### src/rtl/counter_updown_param.sv
// Parametrised up/down counter with wrap/saturate, load,
// terminal count, wrap pulse and Gray-coded output.
module counter_updown_param #(
  parameter int WIDTH    = 3,
  parameter int MODULUS  = 8,
  parameter bit SATURATE = 1'b0
) (
  input  logic             clk,
  input  logic             reset,
  input  logic             en,
  input  logic             mode,
  input  logic             load,
  input  logic [WIDTH-1:0] load_value,
  output logic [WIDTH-1:0] count,
  output logic [WIDTH-1:0] gray,
  output logic             tc,
  output logic             wrap
);

  localparam logic [WIDTH-1:0] MAX =
    WIDTH'(MODULUS - 1);
  localparam bit FULL = (MODULUS == (2 ** WIDTH));

  if (WIDTH < 1 || MODULUS < 2 ||
      MODULUS > (2 ** WIDTH)) begin : g_bad_cfg
    $error("counter_updown_param: bad WIDTH/MODULUS");
  end

  logic [WIDTH-1:0] count_q;
  logic [WIDTH-1:0] count_d;
  logic             wrap_q;
  logic             wrap_d;
  logic             at_max;
  logic             at_zero;
  logic             cnt_oor;
  logic             ld_oor;
  logic [WIDTH-1:0] ld_val;

  assign at_max  = (count_q == MAX);
  assign at_zero = (count_q == '0);

  // Range checks vanish when the modulus fills the width.
  if (FULL) begin : g_full
    assign cnt_oor = 1'b0;
    assign ld_oor  = 1'b0;
  end else begin : g_part
    assign cnt_oor = (count_q > MAX);
    assign ld_oor  = (load_value > MAX);
  end

  assign ld_val = ld_oor ? MAX : load_value;

  always_comb begin
    count_d = count_q;
    wrap_d  = 1'b0;
    priority case (1'b1)
      !reset: begin
        count_d = '0;
      end
      load: begin
        count_d = ld_val;
      end
      en && mode: begin
        if (cnt_oor) begin
          count_d = '0;
        end else if (at_max) begin
          if (!SATURATE) begin
            count_d = '0;
            wrap_d  = 1'b1;
          end
        end else begin
          count_d = count_q + 1'b1;
        end
      end
      en && !mode: begin
        if (cnt_oor) begin
          count_d = MAX;
        end else if (at_zero) begin
          if (!SATURATE) begin
            count_d = MAX;
            wrap_d  = 1'b1;
          end
        end else begin
          count_d = count_q - 1'b1;
        end
      end
      default: begin
        count_d = count_q;
      end
    endcase
  end

  always_ff @(posedge clk) begin
    count_q <= count_d;
    wrap_q  <= wrap_d;
  end

  assign count = count_q;
  assign wrap  = wrap_q;
  assign gray  = count_q ^ (count_q >> 1);
  assign tc    = mode ? at_max : at_zero;

endmodule

### config.mk
export PLATFORM = sky130hd
export DESIGN_NAME = counter_updown_param
export DESIGN_NICKNAME = d
export VERILOG_FILES = /design/src/rtl/counter_updown_param.sv
export SDC_FILE = /design/constraint.sdc
export NUM_CORES = 1
export LEC_CHECK = 0
export ABC_AREA = 1
export CAP_MARGIN = 20
export CELL_PAD_IN_SITES_DETAIL_PLACEMENT = 0
export CELL_PAD_IN_SITES_GLOBAL_PLACEMENT = 2
export CORE_MARGIN = 5
export CORE_UTILIZATION = 16
export CTS_CLUSTER_SIZE = 16
export DETAILED_ROUTE_END_ITERATION = 6
export PLACE_DENSITY = 0.75
export SYNTH_ARGS = -nofsm -noshare
export SYNTH_HDL_FRONTEND = slang
export SYNTH_SLANG_ARGS = --single-unit
### constraint.sdc
create_clock -name clk -period 1.05 [get_ports clk]
set_input_delay 0.21 -clock clk [delete_from_list [all_inputs] [get_ports clk]]
set_output_delay 0.21 -clock clk [all_outputs]
set_load 0.05 [all_outputs]
==> results.toml, run 1 <==
[global_route]
antenna_found_initial = 0
grt_max_degree = 6
grt_use_total_pct = 8.56
overflow = 0
grt_pass1_wl_um = 1740
grt_pass1_vias = 416

[run_status]
status = "finished with violations"
violations = "setup timing"

[floorplanning]
initial_core_util_pct = 16.4
fp.dieH_um = 54.4
dieArea_mm2 = 0.00296
pin_count = 16
row_count = 16
die_w_um = 54.4
core_mm2 = 0.00192

[logic_synthesis]
ys_seq_area_share_pct = 25.4
synth_top_family_by_area = "simple AND/OR/NAND/NOR gates"
syn_avg_cell_area_um2 = 6.71
syn_inst = 47
netlist_area_um2 = 315
synthAdderAreaFrac_pct = 15.9
synth-xor-area-share_pct = 2.78
synth_largest_area_cell = "dfxtp_1"
ys_ff_latch = 4
synth_nets = 59
synth_mux_area_share_pct = 0
yosysWarnings = 0
yosys.area_share.simple_pct = 28.2
synth_compound_area_share_pct = 14.7
synth_area_leaders = "dfxtp_1 25%, ha_1 16%, nand2_1 14%"
synth.distinct_cells = 15
synth.top_cell.area_share_pct = 25.4

[sta]
hold_viol_final = 0
post-route-min-period_ns = 1.47
rsz0062_at_grt = "yes"
worst_pin_slew_ns = 0.233
fmax_ghz = 0.682
drv_slew = 0
fin_setup_tns_ns = -1.98
fin_ws_ns = -0.417
skew_ns = 0.000337
maxSlewHeadroom_pct = 84.4
setup_viol = 11
post-route-period-util_pct = 140

[placed_design]
hpwlAfterDp_um = 825
numPortBuffers = 15
gp_congestion = 0.645

[power]
leakage_nw = 0.357
power.total_uw = 881
pwr_density_cell_mw_per_mm2 = 1090
ir_worst_vdd_v = 0.000352

[worst_hold_path]
min_from = "reset"
hold-path-endpoint = "count[2]$_SDFFE_PN0P_"
holdPathStages = 3
min-delay-path-class = "input pin to register"

[job]
drv_cap = 0

[detailed_routing]
ant_nets = 0
dr.pass1.iters = 1
drt_iter0_markers = 0
via_per_inst = 3.68
wirelength_um = 1040
post-route-drc-count = 0
num_vias = 383
wire_per_inst_um = 10.0

[cts]
numCtsBuffers = 3
clockBufferDepth = 2
cts_tree = "done"
htree_levels = 1
path_clk_slew_ns = 0.04
cts_hold_buffers = 0
cts_sinks = 4
clock_latency_ns = 0.24
cts-root-buf = "clkbuf_4"

[worst_setup_path]
crit_required_ns = 0.84
r2r-start = "count[0]$_SDFFE_PN0P_"
worst_r2r_endpoint = "count[1]$_SDFFE_PN0P_"
crit_type = "register to primary output"
arrival_ns = 1.26
crit_fanout = 3
cp-start-kind = "register"
r2r_cells = 8
cp-end-kind = "primary output"
reg2reg_slack_ns = -0.21

[layout]
nFillCells = 205
drive_above_1_share_pct = 55.8
layout.nets = 90
num_antenna_cells = 0
syn2layout_area_growth_pct = 156
-- logic make-up (layout without fill, tap and decap cells) --
| group | Yosys count | count (layout) |
|---|---|---|
| AO/OA/AOI/OAI | 7 | 7 |
| AND/OR/NAND/NOR | 21 | 21 |
| XOR/XNOR | 1 | 1 |
| adder cells (fa/ha/maj) | 4 | 4 |
| flip-flops | 4 | 4 |
| buffers and inverters | 10 | 40 |
-- worst max-delay path, cell delays in order, from the launching register on --
cell and delay, ns:
dfxtp_4 0.35, inv_4 0.06, ha_4 0.13, ha_4 0.13, inv_2 0.04, o21ai_4 0.14
buf_12 0.15
-- cells in the mapped netlist --
cell / instances
dfxtp_1: 4
xor2_1: 1
a21oi_2: 1
a21boi_1: 2
nand2_2: 2
o211ai_1: 1
and2_1: 1
nand3_1: 2
inv_1: 9
nor2_1: 4
ha_1: 4
o21ai_1: 2
a21oi_1: 1
buf_4: 1
nand2_1: 12
-- registers in the layout (all words and copies together) (netlist names) --
| signal | flops |
|---|---|
| count | 3 |
| wrap | 1 |
-- layout by cell type, fill, tap and decap left out, drive strengths merged --
| cell | count |
|---|---|
| clkdlybuf4s50 | 7 |
| clkbuf | 4 |
| buf | 20 |
| ha | 4 |
| dfxtp | 4 |
| nand2 | 14 |
| nand3 | 2 |
| nor2 | 4 |
| and2 | 1 |
| o211ai | 1 |
| xor2 | 1 |
| inv | 9 |
| a21oi | 2 |
| a21boi | 2 |
| o21ai | 2 |
-- layout make-up --
cell class	count	area, µm²	share of cell area, %
clock buffers	4	26.3	3.26
repair buffers	27	335	41.6
inverters	9	38.8	4.81
multi-input cells	33	282	34.9
flip-flops and latches	4	91.3	11.3
well taps	27	33.8	4.19
-- metrics by stage --
step | instances | cell area (µm²) | setup WS, ns | hold WS [ns] | utilization, %
3_5_place_dp | 93 | 669 | -0.304 | 0.591 | 34.8
5_1_grt | 104 | 807 | -0.472 | 0.573 | 42.0
4_1_cts | 104 | 781 | -0.437 | 0.538 | 40.6
3_3_place_gp | 93 | 669 | -0.278 | 0.575 | 34.8
2_1_floorplan | 47 | 375 | -0.286 | 0.320 | -
6_report | 104 | 807 | -0.417 | 0.546 | 42.0
-- where the power goes --
| part | internal [mW] | switching, mW |
|---|---|---|
| clock network | 0.143 | 0.0747 |
| logic | 0.253 | 0.231 |
| registers | 0.163 | 0.0163 |
| total | 0.559 | 0.322 |
-- worst max-delay path by stage --
| stage | start | endpoint | cells past startpoint |
|---|---|---|---|
| final | count[0]$_SDFFE_PN0P_ | tc | 6 |
| after CTS | count[0]$_SDFFE_PN0P_ | tc | 6 |
| after global routing | count[1]$_SDFFE_PN0P_ | tc | 5 |
| after detailed placement | mode | tc | 4 |
| after global placement | mode | tc | 4 |
| after floorplan | count[0]$_SDFFE_PN0P_ | wrap$_SDFF_PP0_ | 6 |
-- metal layers --
metal	share of wire (%)	up-vias	global-route usage [%]	wire, µm
met5	0	-	0	0
met4	0	0	4.98	0
met3	4.7	0	2.45	49
met2	56	11	15.3	583
met1	39	169	8.74	407
li1	-	203	-	-
-- what timing repair did --
action,in CTS,in global routing
gates resized for setup,8,5
endpoints found under the setup margin,11,11
pin swaps,4,5
buffers inserted,7,0
(Power assumes the default switching activity.)
==> run 2, diff against run 1 <==
- ABC_AREA: 1 -> unset
- GPL_ROUTABILITY_DRIVEN: unset -> 1
- PLACE_DENSITY: 0.75 -> 0.74
==> run 2 against run 1 <==
  * The flow still finishes with violations (setup timing)
  * Sequential share of layout area is 0.052 points lower
  * Utilization is 5.0 points higher
  * Register-to-register slack worse by 0.14 ns
  * Combinational power is 5.0% higher
  * Final area is 0.47% higher
  * Setup slack better by 0.025 ns
  * Largest cell class unchanged
==> results.toml, run 2 <==
[cts]
htree_levels = 1
path_clk_slew_ns = 0.04
clockBufferDepth = 2
cts_tree = "done"
cts-root-buf = "clkbuf_4"
numCtsBuffers = 3
clock_latency_ns = 0.24
cts_sinks = 4

[sta]
post-route-period-util_pct = 137
drv_slew = 0
fmax_ghz = 0.693
rsz0062_at_grt = "yes"
maxSlewHeadroom_pct = 84.3
fin_ws_ns = -0.392
setup_viol = 11
fin_setup_tns_ns = -2.07
hold-worst-slack_ns = 0.539
skew_ns = 0.00312
post-route-min-period_ns = 1.44
hold_viol_final = 0
worst_pin_slew_ns = 0.232

[layout]
num_antenna_cells = 0
final_common_cell = "buf_4"
syn2layout_area_growth_pct = 182
drive_above_1_share_pct = 61.4
largest_reg_flops = 3
design_area_um2 = 811
layout.nets = 83
most-common-layout-cells = "11 x buf_4, 8 x buf_12, 7 x clkdlybuf4s50_1, 5 x buf_6"

[global_route]
grt_pass1_wl_um = 1460
overflow = 0
globalRouteMet2Util_pct = 12.0
met3_usage_pct = 1.42
grt_max_degree = 8
grt_pass1_vias = 369
met1_usage_pct = 7.82
grt.busiest_layer = "met2"
antenna_found_initial = 0
grt_use_total_pct = 7.47

[worst_setup_path]
cpMostUsedCell = "ha_4"
max_stage_delay_ns = 0.36
cp-start-kind = "register"
crit_required_ns = 0.84
crit_family = "flip-flops"
cp-end-kind = "primary output"
arrival_ns = 1.23
path_cells = "inv_2, ha_4, ha_4, nand2b_4, nand2_4, buf_12"
crit_fanout = 4
crit_type = "register to primary output"
crit_slowest_cell = "dfxtp_4"
path_buf_inv = 2

[placed_design]
place_ws_ns = -0.331
hpwlAfterDp_um = 757
gp_congestion = 0.815
postPlaceCellArea_um2 = 686
numPortBuffers = 15

[detailed_routing]
via_per_inst = 3.89
post-route-drc-count = 0
drt_iter0_markers = 1
wire_per_inst_um = 10.3
wirelength_um = 975
dr.pass1.iters = 2
num_vias = 370
ant_nets = 0

[floorplanning]
initial_core_util_pct = 16.7
die_w_um = 52.4
fp.dieH_um = 52.4
dieArea_mm2 = 0.00275
core_mm2 = 0.00173
pin_count = 16
row_count = 15

[logic_synthesis]
netlist_area_um2 = 288
ys_ff_latch = 4
async_reset_ff_share_pct = 0
synth.top_cell.area_share_pct = 27.8
ys.flop_type = "dfxtp_1"
synth_largest_area_cell = "dfxtp_1"
synth.most_common_cell = "inv_1"
syn_inst = 36
ys_top_cells_by_count = "5 x inv_1, 4 x dfxtp_1, 4 x ha_1, 4 x nor2_1, 3 x nand2_1"
yosysWarnings = 0
ys_seq_area_share_pct = 27.8
synth.distinct_cells = 19
synth_nets = 48
synth_edf_count = 0
syn_avg_cell_area_um2 = 7.99
synth_area_leaders = "dfxtp_1 28%, ha_1 17%, inv_1 6.5%"

[power]
ir_worst_vdd_v = 0.000349
leakage_nw = 0.339
pwr_density_cell_mw_per_mm2 = 1120
power.total_uw = 906

[worst_hold_path]
min-delay-path-class = "input pin to register"

[job]
drv_cap = 0

[run_status]
violations = "setup timing"
status = "finished with violations"
run 2: final timing paths:
kind                         start                    end  slack, ns  cells after the start
max          count[1]$_SDFFE_PN0P_                     tc      -0.39                      6
min                  load_value[2]  count[2]$_SDFFE_PN0P_       0.54                      3
min reg2reg  count[2]$_SDFFE_PN0P_  count[2]$_SDFFE_PN0P_       0.73                      3
max reg2reg  count[1]$_SDFFE_PN0P_  count[0]$_SDFFE_PN0P_      -0.35                      6
run 2: cell type report:
cell class	count	area [µm²]
clock buffers	4	26.3
fillers	172	916
inverters	5	18.8
multi-input cells	26	274
flip-flops and latches	4	91.3
well taps	25	31.3
repair buffers	31	369
run 2: cell families after synthesis:
kind of cell | Yosys count | share of synthesized area [%]
compound gates | 9 | 22.2
simple gates | 12 | 20.4
buf+inv | 6 | 9.13
fa+ha+maj | 4 | 17.4
flops | 4 | 27.8
xor+xnor | 1 | 3.04
run 2: repair_timing:
| action | in CTS | in global routing |
|---|---|---|
| hold buffers | 0 | 0 |
| resized for setup | 6 | 9 |
| endpoints found under the setup margin | 10 | 11 |
| pin swaps | 5 | 3 |
| setup buffers | 4 | 3 |
run 2: routing by layer:
metal / wire [µm] / up-vias
li1: - / 193
met1: 439 / 165
met2: 492 / 12
met3: 43 / 0
met4: 0 / 0
met5: 0 / -
run 2: worst reg2reg max path: stages, from the launching register on:
cell and delay, ns:
dfxtp_4 0.36, ha_2 0.19, ha_4 0.13, nand2_2 0.07
buf_4 0.14, a21boi_1 0.12, o311a_1 0.27
run 2: report_power, final:
| group | leakage, nW | switching, mW | internal, mW |
|---|---|---|---|
| registers | 0.0348 | 0.0152 | 0.162 |
| logic | 0.289 | 0.231 | 0.277 |
| clock network | 0.0150 | 0.0775 | 0.144 |
run 2: stage by stage:
| step | std cells | utilization (%) |
|---|---|---|
| after floorplan | 36 | - |
| after global placement | 86 | 39.7 |
| after detailed placement | 86 | 39.7 |
| after CTS | 94 | 44.5 |
| after global routing | 95 | 47.0 |
| final | 95 | 47.0 |
==> run 3, diff against run 2 <==
- CORE_MARGIN: 5 -> 8
==> run 3 against run 2 <==
  * The flow still finishes with violations (setup timing)
  * Utilization fell by 0.51 points
  * Clock power grew 4%
  * Final area shrank 2.2%
  * Clock skew grew 0.0063 ns
  * Register-to-register slack is essentially flat
  * Via count increased by 4.1%
  * Sequential share of layout area up 0.25 points
  * Combinational power fell by 3.9%
  * Global-route usage decreased by 0.60 points
  * Flip-flop and latch count is the same
  * Maximum frequency barely moved
  * Die area rose by 24%
==> results.toml, run 3 (synthesis results as in run 2) <==
[run_status]
status = "finished with violations"
violations = "setup timing"

[detailed_routing]
drt_iter0_markers = 4
via_per_inst = 4.10
wirelength_um = 1010
num_vias = 385
dr.pass1.iters = 4
wire_per_inst_um = 10.8
ant_nets = 0
post-route-drc-count = 0

[cts]
cts_tree = "done"
numCtsBuffers = 3
cts-root-buf = "clkbuf_4"
path_clk_slew_ns = 0.05
cts_sinks = 4
clock_latency_ns = 0.25
cts_hold_buffers = 0
htree_levels = 1
clockBufferDepth = 2

[floorplanning]
dieArea_mm2 = 0.00341
initial_core_util_pct = 16.8
row_count = 15
core_mm2 = 0.00171
pin_count = 16
die_w_um = 58.4
fp.dieH_um = 58.4

[worst_hold_path]
holdPathStages = 3
hold-path-endpoint = "count[2]$_SDFFE_PN0P_"
min_from = "load_value[2]"
min-delay-path-class = "input pin to register"

[sta]
post-route-period-util_pct = 137
skew_ns = 0.00946
worst_pin_slew_ns = 0.257
fmax_ghz = 0.693
setup_viol = 11
post-route-min-period_ns = 1.44
fin_ws_ns = -0.392
drv_slew = 0
hold_viol_final = 0
rsz0062_at_grt = "yes"
maxSlewHeadroom_pct = 82.7
fin_setup_tns_ns = -2.08

[power]
ir_worst_vdd_v = 0.000357
pwr_density_cell_mw_per_mm2 = 1130
leakage_nw = 0.340

[global_route]
grt_pass1_vias = 431
grt_max_degree = 8
grt_use_total_pct = 6.87
antenna_found_initial = 0
overflow = 0
grt_pass1_wl_um = 1750

[worst_setup_path]
r2r-start = "count[0]$_SDFFE_PN0P_"
crit_fanout = 3
worst_r2r_endpoint = "count[0]$_SDFFE_PN0P_"
crit_slowest_cell = "dfxtp_4"
cpMostUsedCell = "ha_4"
cp-start-kind = "register"
r2r_cells = 6
cp-end-kind = "primary output"
max_stage_delay_ns = 0.36
reg2reg_slack_ns = -0.35
arrival_ns = 1.23
crit_type = "register to primary output"
path_cells = "inv_2, ha_4, ha_4, nand2b_4, nand2_4, buf_12"
crit_required_ns = 0.84

[layout]
num_antenna_cells = 0
final_common_cell = "buf_4"
drive_above_1_share_pct = 58.0
final_cells = 94
most-common-layout-cells = "11 x buf_4, 8 x buf_12, 7 x clkdlybuf4s50_1, 4 x buf_6"
design_area_um2 = 793
layout.nets = 82
syn2layout_area_growth_pct = 176
largest_reg_flops = 3

[placed_design]
gp_congestion = 0.770
hpwlAfterDp_um = 830
dp.cells = 86
numPortBuffers = 15
postPlaceCellArea_um2 = 686
place_ws_ns = -0.358

[job]
drv_cap = 0
## run 3: layout make-up
cell class | instances | area (µm²)
repair buffers | 30 | 358
well taps | 25 | 31.3
multi-input cells | 26 | 265
flip-flops and latches | 4 | 91.3
clock buffers | 4 | 26.3
fillers | 159 | 915
inverters | 5 | 21.3
## run 3: worst max-delay path, delay by kind of cell, from the launching register on
| family | cells | cell delay (ns) |
|---|---|---|
| fa+ha+maj | 2 | 0.31 |
| flops | 1 | 0.36 |
| simple gates | 2 | 0.12 |
| buf+inv | 2 | 0.18 |
## run 3: repair_timing
item                                    4_1_cts  5_1_grt
resized for setup                             9        2
endpoints found under the hold margin         0        0
buffers inserted                              5        0
pin swaps                                     3        3
endpoints found under the setup margin       10       11
## run 3: through the flow
step	utilization, %	total power, mW	hold slack [ns]
after floorplan	-	0.395	0.302
after global placement	40.1	0.620	0.659
after detailed placement	40.1	0.624	0.661
after CTS	45.5	0.902	0.533
after global routing	46.4	0.946	0.570
final	46.4	0.894	0.535
## run 3: where the power goes
part	switching, mW	internal [mW]
clock	0.0857	0.144
combinational	0.224	0.264
sequential	0.0145	0.162
total	0.324	0.570
## run 3: how the worst max path moves through the flow
stage / start / end / cells after the start
global placement: mode / count[2]$_SDFFE_PN0P_ / 5
detailed placement: mode / count[2]$_SDFFE_PN0P_ / 5
global route: count[1]$_SDFFE_PN0P_ / tc / 6
floorplan: count[1]$_SDFFE_PN0P_ / count[1]$_SDFFE_PN0P_ / 5
finish: count[1]$_SDFFE_PN0P_ / tc / 6
CTS: count[1]$_SDFFE_PN0P_ / tc / 6
## run 3: metal layers
metal,track usage (%),part of all wire (%)
met2,11.5,54
met5,0,0
met4,6.29,2.5
met3,3.04,7.6
met1,6.09,36
